==> src/rtl/slurm32_cpu_registers.sv <==
// Operand register file: two registered read ports with write-to-read bypass,
// one write port, and a combinational debug read port. r0 reads as zero.
module slurm32_cpu_registers #(
  parameter int unsigned REG_COUNT = 32,
  parameter int unsigned DATA_BITS = 32
) (
  input  logic                 CLK,
  input  logic                 RSTb,
  input  logic                 stall,
  input  logic [7:0]           regA_sel,
  input  logic [7:0]           regB_sel,
  input  logic [7:0]           regIn_sel,
  input  logic [DATA_BITS-1:0] regIn_data,
  input  logic                 regIn_wr,
  output logic [DATA_BITS-1:0] regA_out,
  output logic [DATA_BITS-1:0] regB_out,
  input  logic [7:0]           dbg_sel,
  output logic [DATA_BITS-1:0] dbg_data
);

  localparam int unsigned IdxW     = (REG_COUNT > 1) ? $clog2(REG_COUNT) : 1;
  localparam logic [8:0]  SelLimit = 9'(REG_COUNT);

  logic [DATA_BITS-1:0] regs_q [REG_COUNT];
  logic [DATA_BITS-1:0] rd_a, rd_b;
  logic                 wr_en;

  // All eight select bits take part, so aliases such as 8'h21 are rejected.
  function automatic logic sel_valid(input logic [7:0] sel);
    return (sel != 8'd0) && ({1'b0, sel} < SelLimit);
  endfunction

  assign wr_en = regIn_wr && sel_valid(regIn_sel);

  always_comb begin
    rd_a = '0;
    if (sel_valid(regA_sel)) begin
      if (regIn_wr && (regIn_sel == regA_sel)) rd_a = regIn_data;
      else                                     rd_a = regs_q[regA_sel[IdxW-1:0]];
    end
  end

  always_comb begin
    rd_b = '0;
    if (sel_valid(regB_sel)) begin
      if (regIn_wr && (regIn_sel == regB_sel)) rd_b = regIn_data;
      else                                     rd_b = regs_q[regB_sel[IdxW-1:0]];
    end
  end

  // Debug port sees array contents only; an in-flight write is not visible.
  always_comb begin
    dbg_data = '0;
    if (sel_valid(dbg_sel)) dbg_data = regs_q[dbg_sel[IdxW-1:0]];
  end

  // Writes proceed regardless of stall.
  always_ff @(posedge CLK or negedge RSTb) begin
    if (!RSTb) begin
      for (int i = 0; i < int'(REG_COUNT); i++) regs_q[i] <= '0;
    end else if (wr_en) begin
      regs_q[regIn_sel[IdxW-1:0]] <= regIn_data;
    end
  end

  always_ff @(posedge CLK or negedge RSTb) begin
    if (!RSTb) begin
      regA_out <= '0;
      regB_out <= '0;
    end else if (!stall) begin
      regA_out <= rd_a;
      regB_out <= rd_b;
    end
  end

endmodule

==> config.mk <==
export PLATFORM = sky130hd
export DESIGN_NAME = slurm32_cpu_registers
export DESIGN_NICKNAME = d
export VERILOG_FILES = /design/src/rtl/slurm32_cpu_registers.sv
export SDC_FILE = /design/constraint.sdc
export NUM_CORES = 2
export LEC_CHECK = 0
export CAP_MARGIN = 40
export CORE_ASPECT_RATIO = 0.8
export CORE_MARGIN = 8
export CORE_UTILIZATION = 48
export CTS_CLUSTER_DIAMETER = 40
export CTS_CLUSTER_SIZE = 8
export DETAILED_ROUTE_END_ITERATION = 6
export PLACE_DENSITY = 0.72
export SLEW_MARGIN = 15
export SYNTH_ARGS = -nofsm -noshare
export SYNTH_HDL_FRONTEND = slang
export SYNTH_SLANG_ARGS = --single-unit
==> constraint.sdc <==
create_clock -name CLK -period 3.1 [get_ports CLK]
set_clock_uncertainty 0.15 [all_clocks]
set_input_delay 0.31 -clock CLK [delete_from_list [all_inputs] [get_ports CLK]]
set_output_delay 0.31 -clock CLK [all_outputs]
set_load 0.03 [all_outputs]
# Word-level counts from Yosys, hierarchy flattened
# Cells that the tools add are included.
[classes]
n_eq_ne = 2
order_cmp = 9
reduce_logical = 12
mux = 17
bitwise = 4
[ops]
columns = ["cell", "n"]
rows = [
  ["$bwmux W1024", 1],
  ["$bmux W32 S5", 3],
  ["$mux W32", 12],
  ["$demux W32 S5", 1],
  ["$lt A8 B6 Y1 const B", 4],
  ["$reduce_bool A8 Y1", 4],
  ["$ge A6 B6 Y1 const B", 4],
  ["$not A5 Y6", 4],
  ["$eq A8 B8 Y1", 2],
  ["$logic_and A1 B1 Y1", 8],
  ["$lt A6 B1 Y1 const B", 1],
]
[word_totals]
reg_bits = 1088
word_cells = 78
input_bits = 68

# Longest topological paths before layout
[depth]
depth_word = 6
depth_mapped = 10
ltp_nobuf = 5

# Worst setup path before layout
# OpenSTA, ideal clock, no wires.
[synth_path]
path_kind = "input to output"
start = "input port dbg_sel[0]"
end = "output port dbg_data[11]"
path_buffers = 3
stages = 7
t_required_ns = 2.640
path_slack_ns = 0.360
arrival_time_ns = 2.280
cell_sequence = "clkbuf_1 > buf_2 > buf_1 > mux4_2 > a22oi_1 > o21ai_0 > a22o_1"
[synth_via]
elab_chain_cells = 5
[synth_rtl]
columns = ["element", "line_no", "source"]
rows = [
  ["start: declaration", "17", "input logic [7:0] dbg_sel,"],
  ["$not A5 Y6 (implied by the code)", "54", "if (sel_valid(dbg_sel)) dbg_data = regs_q[dbg_sel[IdxW-1:0]];"],
  ["$bmux W32 S5", "54", ""],
  ["$mux W32 (implied by the code) (2 in series)", "54", ""],
  ["$mux W32 *", "54", ""],
  ["end: declaration", "18", "output logic [DATA_BITS-1:0] dbg_data"],
]
# Every way passes the cells marked *; elsewhere a longest branch is shown, timed or not. The select of a mux whose other input is x is not followed.

# Worst setup path in the final report
[layout_path]
start = "register regs_q[294] (netlist name)"
end = "output port dbg_data[6]"
[layout_via]
elab_chain_cells = 4
[layout_rtl]
columns = ["element", "line_no", "source"]
rows = [
  ["start: declaration", "24", "logic [DATA_BITS-1:0] regs_q [REG_COUNT];"],
  ["start signal: indexed assignment", "62", "regs_q[regIn_sel[IdxW-1:0]] <= regIn_data;"],
  ["$bmux W32 S5", "54", ""],
  ["$mux W32 (implied by the code) (2 in series)", "54", ""],
  ["$mux W32", "54", ""],
]
# No other way between the ends. The select of a mux whose other input is x is not followed.

==> impl_metrics.tcl <==
set metrics [dict create \
    grt_pass1_wl_mm 359 \
    synth_flop_cell "dfrtp_1" \
    syn_to_final_growth_pct 18.3 \
    hpwl_mm 153 \
    vias 50200 \
    start_kind "flip-flop" \
    core_area_mm2 0.135 \
    gp_congestion 0.909 \
    avgSynthCellArea_um2 14.0 \
    rsz0062_at_grt "no" \
    setup_tns_ps 0 \
    portBuffers 163 \
    hold_path_class "in -> reg" \
    num_rows 121 \
    yosys-top-cells-area "dfrtp_1 42%, mux4_2 18%, mux2_2 18%" \
    period_share 0.988 \
    synth-seq-cells 1088 \
    fin_nets 4934 \
    htreeDepth 4 \
    maxSlewHeadroom 0.371 \
    drcViolationCount 0 \
    final_common_cell "dfrtp_1" \
    grt_max_degree 75 \
    fillers 10600 \
    vdd_ir_drop_max_mv 0.560 \
    critical_path_required_ps 2640 \
    numCtsBuffers 171 \
    final_util 0.569 \
    die_w_um 428 \
    cts.clk_slew.worst_paths_ps 50 \
    ys_types 48 \
    critPathKind "reg -> out" \
    cellPowerDensity_mw_per_mm2 499 \
    crit_fanout 4 \
    ant_nets 0 \
    run_status "completed" \
    setup_viol 0 \
    ys.warnings.count 0 \
    min_period_ps 3060 \
    drive_above_1_share 0.470 \
    endpoint_kind "primary output" \
    worst_pin_slew_ps 943 \
    grt_usage 0.329 \
    synth-edff-count 0 \
    cts_max_path_buffers 3 \
    wirelength_mm 248 \
    p_leak_nw 34.4 \
    slew_violations 0 \
    cts_tree "done" \
    ctsRootBufferMaster "clkbuf_16" \
    wire_per_inst_um 36.8 \
    yosysTopAreaCell "dfrtp_1" \
    firstDrtPassIters 6 \
    synth.top_cell.area_share 0.418 \
    die_h_um 345 \
    postSynthCellCount 4656 \
    async_flop_share 1.00 \
    yosysSeqAreaShare 0.418 \
    ioPinCount 164 \
    viasPerCell 7.46 \
    synth_fp_nets 4724 \
    drtIter0Drc 7377 \
    max_clock_freq_mhz 326 \
    antenna_found_initial 6 \
    initial_core_util 0.481 \
    grt_pass1_vias 50500 \
    arrival_ps 2600 \
    cts.sinks 1088 \
    hold_violations 0 \
    dieArea_mm2 0.148 \
    final_cell_mix "1087 x dfrtp_1, 1026 x mux2_2, 519 x mux4_2" \
    clk_latency_ps 800 \
    cap_violations 0 \
    synth_area_mm2 0.0651 \
    grt_overflow 0 \
]
==> power by group <==
group	internal [mW]	leakage, nW	switching [mW]
combinational	2.28	16.8	2.74
sequential	14.9	15.0	0.673
clock	11.0	2.53	6.85
==> registers in the layout, indices dropped and copies added, names as in the netlist <==
name      cells
regA_out     32
regB_out     32
regs_q     1024
==> worst max-delay path: stages (launching register included) <==
cell     delay [ps]
dfrtp_1         410
mux4_2          490
mux4_2          500
a22o_1          240
buf_4           180
==> per-layer routing <==
layer	wire [um]	GRT usage	vias to the layer above
met5	13	0	-
met4	17000	0.189	2
met3	34700	0.122	1091
met2	105000	0.464	4288
met1	91000	0.434	25800
li1	-	-	19100
==> metrics by stage <==
step                setup slack [ps]  power (mW)  std cells  cell area (um^2)  hold WS, ps
floorplan                        360        18.5       4656             65100         -136
global placement                -159        20.5       6467             71700          179
detailed placement             -70.3        20.6       6469             71700          180
CTS                             11.9        38.4       6720             76900          105
global route                    1.79        39.4       6725             77000          125
finish                          36.1        38.4       6734             77000          170
==> cell families after synthesis <==
logic type             Yosys count  synth area share
AO/OA/AOI/OAI                  700            0.0862
multiplexers                  2077             0.439
flip-flops                    1088             0.418
buffers and inverters          562            0.0386
AND/OR/NAND/NOR                213            0.0153
XOR/XNOR                        16           0.00215
==> Yosys cell counts, types with 3 or more instances <==
cell type	count
nor3_1	25
nor2_1	79
a21oi_1	16
o221ai_1	64
or3b_2	3
a221o_1	65
buf_2	138
a22o_1	80
mux2_2	1026
buf_6	17
mux2i_1	502
mux2_1	30
xnor2_1	16
nand2b_1	3
a211oi_1	51
a2111oi_0	42
a2111oi_1	6
a221oi_1	169
nor4_1	17
dfrtp_1	1088
mux4_2	519
nand3_1	6
o21ai_0	62
nor2b_1	10
clkbuf_1	310
a22oi_1	77
o22ai_1	63
nand2_1	55
buf_1	68
buf_4	27
==> final timing paths <==
path                              start            to  slack, ps  cells after the start
min in group asynchronous          RSTb   regs_q[692]        560                      3
setup reg to reg            regs_q[180]  regB_out[20]        570                      6
max in group asynchronous          RSTb   regs_q[231]        730                      4
hold reg to reg            regs_q[1008]  regs_q[1008]        270                      0
hold / removal              regA_sel[3]  regA_out[23]        170                      4
setup / recovery            regs_q[294]   dbg_data[6]         40                      4
==> final cells by class <==
type / instances / area [um^2] / area share
Multi-Input combinational cell: 3006 / 35700 / 0.464
Sequential cell: 1088 / 27200 / 0.354
Timing Repair Buffer: 597 / 6650 / 0.0863
Clock buffer: 211 / 4690 / 0.0610
Tap cell: 1783 / 2230 / 0.0290
Clock inverter: 35 / 459 / 0.00596
Antenna cell: 12 / 30.0 / 0.000390
Inverter: 2 / 10.0 / 0.000130
==> what timing repair did <==
action / 4_1_cts / 5_1_grt
setup endpoints to repair: 4 / 11
pin swaps: 1 / 4
endpoints found under the hold margin: 665 / 0
hold buffers: 3 / 0
cloned: 0 / 0
buffers inserted: 2 / 0
resized for setup: 3 / 14
Power figures use the tool's default switching activity.
